File: src/rtl/alu32.sv
`default_nettype none
// ============================================================================
//  Module   : alu32
//  Purpose  : 32-bit registered ALU for the execute stage. Seven operations
//             (AND, OR, ADD, AND-NOT, OR-NOT, SUB, SLT) selected by a 3-bit
//             function code; result and zero/carry/overflow flags are
//             captured in output registers, giving exactly one cycle of
//             latency and one operation per cycle.
//  Revision : 1.0  initial release
// ============================================================================
module alu32 (
    input  logic        clk,
    input  logic        reset,
    input  logic [31:0] A,
    input  logic [31:0] B,
    input  logic [2:0]  F,
    output logic [31:0] Y,
    output logic        zero,
    output logic        carry,
    output logic        overflow
);

    // Function codes
    localparam logic [2:0] c_OP_AND  = 3'b000;
    localparam logic [2:0] c_OP_OR   = 3'b001;
    localparam logic [2:0] c_OP_ADD  = 3'b010;
    localparam logic [2:0] c_OP_RSVD = 3'b011;
    localparam logic [2:0] c_OP_ANDN = 3'b100;
    localparam logic [2:0] c_OP_ORN  = 3'b101;
    localparam logic [2:0] c_OP_SUB  = 3'b110;
    localparam logic [2:0] c_OP_SLT  = 3'b111;

    // Shared adder: F[2] selects inverted B plus carry-in, turning the
    // adder into a subtractor for SUB and SLT.
    logic [31:0] w_bx;
    logic [32:0] w_sum;
    logic        w_cout;
    logic        w_ovf;
    logic        w_slt;

    assign w_bx   = F[2] ? ~B : B;
    assign w_sum  = {1'b0, A} + {1'b0, w_bx} + {32'd0, F[2]};
    assign w_cout = w_sum[32];
    // Signed overflow: operands agree in sign but the sum does not.
    assign w_ovf  = (A[31] == w_bx[31]) && (w_sum[31] != A[31]);
    // Sign of the difference corrected for overflow gives a true signed compare.
    assign w_slt  = w_sum[31] ^ w_ovf;

    logic [31:0] w_result;
    logic        w_carry;
    logic        w_overflow;

    // Operation decode; anything not listed (reserved code or unknown F)
    // falls to the all-zero result with flags cleared.
    always_comb begin
        w_result   = 32'd0;
        w_carry    = 1'b0;
        w_overflow = 1'b0;
        case (F)
            c_OP_AND:  w_result = A & B;
            c_OP_OR:   w_result = A | B;
            c_OP_ADD: begin
                w_result   = w_sum[31:0];
                w_carry    = w_cout;
                w_overflow = w_ovf;
            end
            c_OP_RSVD: w_result = 32'd0;
            c_OP_ANDN: w_result = A & ~B;
            c_OP_ORN:  w_result = A | ~B;
            c_OP_SUB: begin
                w_result   = w_sum[31:0];
                w_carry    = w_cout;
                w_overflow = w_ovf;
            end
            c_OP_SLT:  w_result = {31'd0, w_slt};
            default: begin
                w_result   = 32'd0;
                w_carry    = 1'b0;
                w_overflow = 1'b0;
            end
        endcase
    end

    logic [31:0] r_y;
    logic        r_zero;
    logic        r_carry;
    logic        r_overflow;

    // Output register stage; reset forces Y=0 with zero set to match.
    always_ff @(posedge clk) begin
        if (reset) begin
            r_y        <= 32'd0;
            r_zero     <= 1'b1;
            r_carry    <= 1'b0;
            r_overflow <= 1'b0;
        end else begin
            r_y        <= w_result;
            r_zero     <= (w_result == 32'd0);
            r_carry    <= w_carry;
            r_overflow <= w_overflow;
        end
    end

    assign Y        = r_y;
    assign zero     = r_zero;
    assign carry    = r_carry;
    assign overflow = r_overflow;

endmodule
`default_nettype wire

File: config.mk
export PLATFORM = sky130hd
export DESIGN_NAME = alu32
export DESIGN_NICKNAME = d
export VERILOG_FILES = /design/src/rtl/alu32.sv
export SDC_FILE = /design/constraint.sdc
export NUM_CORES = 1
export LEC_CHECK = 0
export CORE_MARGIN = 4
export CORE_UTILIZATION = 40
export DETAILED_ROUTE_END_ITERATION = 8
export GPL_ROUTABILITY_DRIVEN = 1
export PLACE_DENSITY_LB_ADDON = 0.25
export SLEW_MARGIN = 20
export SYNTH_ARGS = -nofsm -noshare
export SYNTH_HDL_FRONTEND = slang
export SYNTH_SLANG_ARGS = --single-unit
export TNS_END_PERCENT = 5
File: constraint.sdc
create_clock -name clk -period 4.66 [get_ports clk]
set_input_delay 0.699 -clock clk [delete_from_list [all_inputs] [get_ports clk]]
set_output_delay 0.699 -clock clk [all_outputs]
set_load 0.01 [all_outputs]
==> flow_metrics.tcl <==
set metrics [dict create \
    fmax_ghz 0.228 \
    clock-sinks 35 \
    cts.clk_slew.worst_paths_ns 0.08 \
    die-area_um2 12000 \
    postCtsSetupRepairBufs 0 \
    drv_cap 0 \
    p_leak_nw 2.14 \
    grtUsageTotal_pct 23.4 \
    wl_per_cell_um 18.2 \
    clkPwrFrac_pct 21.2 \
    antenna_found_initial 0 \
    ys_types 73 \
    combPwrFrac_pct 55.3 \
    grt_pass1_vias 4466 \
    setup_slack_ns 0.277 \
    status "finished, final reports clean" \
    p_int_mw 0.851 \
    place.gp.congestion 0.944 \
    die_y_um 110 \
    dr.pass1.iters 5 \
    hold_class "input pin to register" \
    drive_above_1_share_pct 5.67 \
    cp-start-kind "input pin" \
    vias 4493 \
    cts_made_buffers 5 \
    synth_async_sr_flop_share_pct 0 \
    hold_buffers 0 \
    hold_viol_final 0 \
    cts_buffer_depth 2 \
    synthCells 543 \
    clockRootBuffer "clkbuf_8" \
    slew_violations 0 \
    dp_slack_ns -0.0510 \
    final_cell_mix "102 x clkdlybuf4s50_1, 50 x nor2_1, 44 x a21oi_1" \
    nets 737 \
    layout_commonest_cell "clkdlybuf4s50_1" \
    cts_tree "yes" \
    core_area_um2 9910 \
    fin_crit_sh_pct 94.0 \
    die_w_um 110 \
    crit_path_end_kind "register" \
    start_util_pct 41.6 \
    grt_max_degree 42 \
    pwr-share-seq_pct 23.5 \
    rsz0062_at_grt "false" \
    vias_per_cell 5.85 \
    io_pins 104 \
    hpwlAfterDp_um 10900 \
    routed_wl_um 14000 \
    drtIter0Drc 329 \
    startpoint "B[1]" \
    syn_avg_cell_area_um2 7.59 \
    overflow 0 \
    ir_drop_mv 0.130 \
    crit_type "input pin to register" \
    port_buffers 103 \
    post-place-cells 760 \
    finalPower_mw 1.42 \
    worst_slew_pin_slew_ns 0.669 \
    setup_violations 0 \
    critical_path_required_ns 4.89 \
    finalCriticalPeriod_ns 4.38 \
    whs_ns 1.19 \
    hold_depth 3 \
    ant_nets 0 \
    syn-num-nets 646 \
    syn_area_um2 4120 \
    synthFlopType "dfxtp_1" \
    max-slew-margin-rel_pct 54.2 \
    fillers 973 \
    grt_pass1_wl_um 22400 \
    num_rows 36 \
    syn2layout_area_growth_pct 31.7 \
    ys_seq_area_share_pct 17.0 \
    arrival_ns 4.62 \
    tns_ns 0 \
    drc_errors 0 \
    final_cells 768 \
    min-delay-start "A[31]" \
    synthesis.yosys.warnings 0 \
    power_density_nw_per_um2 261 \
    p_sw_share_pct 40.1 \
    synth-edff-count 0 \
    cp_max_fo 7 \
    diodes 0 \
    netSwitchingPower_mw 0.569 \
    h-tree-depth 2 \
    ys_ff_latch 35 \
]
-- path summary, 6_finish.rpt --
check / to / slack, ns
worst max-delay path: zero$_SDFF_PP1_ / 0.28
worst min-delay path: overflow$_SDFF_PP0_ / 1.19
-- sequential cells by signal, summed over array words and instances (netlist names) --
signal and cells:
Y 32, carry 1, overflow 1, zero 1
-- synthesized netlist by cell type (3+ instances only) --
library cell,instances,share of area (%)
or3_1,7,1.1
nand3_1,14,1.7
o31ai_1,6,1.1
ha_1,33,10
a22oi_1,8,1.5
maj3_1,25,6.1
mux2i_1,3,0.73
buf_2,6,0.73
nor2b_1,7,1.1
o211ai_1,7,1.3
xnor2_1,9,1.9
nor2_1,50,4.6
inv_1,9,0.82
nor3_1,16,1.9
and3_1,3,0.46
nand2b_1,3,0.46
o2111a_1,3,0.82
o21ai_0,29,3.5
nor4_1,5,0.76
a221oi_1,5,1.1
nand4_1,9,1.4
or2_2,3,0.46
a21oi_1,44,5.3
and2_1,3,0.46
o21ai_1,6,0.73
clkbuf_1,23,2.1
a211oi_1,6,1.1
buf_1,3,0.27
dfxtp_1,35,17
nand3b_1,3,0.55
xor2_1,38,8.1
o21a_1,10,1.8
and4_1,3,0.64
a31oi_1,5,0.76
nand2_1,41,3.7
a21o_1,15,2.7
-- final cells by class --
type | count | area (µm²) | share of cell area [%]
multi-input combinational | 465 | 3250 | 59.8
timing repair buffer | 118 | 1160 | 21.4
sequential | 35 | 701 | 12.9
tap | 133 | 166 | 3.06
clock buffer | 6 | 82.6 | 1.52
clock inverter | 2 | 35.0 | 0.645
inverter | 9 | 33.8 | 0.622
-- critical path, stage by stage --
cell and delay [ns]:
clkdlybuf4s50_1 0.48, xor2_1 0.26, inv_1 0.10, fa_1 0.44, nor2b_1 0.22, o211ai_1 0.20, a21oi_2 0.37, o21a_1 0.26
o31ai_1 0.10, a221oi_1 0.49, o211ai_1 0.22, nor4b_2 0.39, and4b_1 0.24, a31o_1 0.13
-- per-layer routing --
metal / vias up / routed length [µm] / track usage, %
met5: - / 0 / 0
met4: 0 / 116 / 3.83
met3: 10 / 1030 / 3.70
met2: 168 / 6380 / 39.1
met1: 2107 / 6430 / 32.2
li1: 2208 / - / -
-- timing repair --
item | 4_1_cts | 5_1_grt
hold endpoints to repair | 0 | 0
setup endpoints to repair | 0 | 1
resized for setup | 0 | 1
-- power groups by stage --
stage | Clock [mW] | Combinational, mW | Sequential [mW]
global route | 0.320 | 0.864 | 0.336
CTS | 0.305 | 0.777 | 0.334
global placement | 0 | 0.768 | 0.340
detailed placement | 0 | 0.772 | 0.341
floorplan | 0 | 0.489 | 0.355
finish | 0.301 | 0.784 | 0.334
-- kinds of logic (layout without fill, tap and decap cells) --
family                     after synthesis  after routing  synth area share (%)
buffers and inverters                   43            135                  4.37
DFF                                     35             35                  17.0
xor gates and xnor gates                47             47                  9.98
muxes                                    4              4                  1.00
AOI/OAI and AO/OA                      177            177                  29.3
and+or+nand+nor                        178            178                  21.8
adders and majority gates               59             59                  16.6
-- per-stage QoR --
stage          utilization [%]  instance area [µm²]
5_1_grt                   54.8                 5430
4_1_cts                   54.7                 5430
6_report                  54.8                 5430
3_5_place_dp              53.6                 5310
2_1_floorplan                -                 4120
3_3_place_gp              53.6                 5310
No activity file was read; power rests on OpenSTA's default activity.
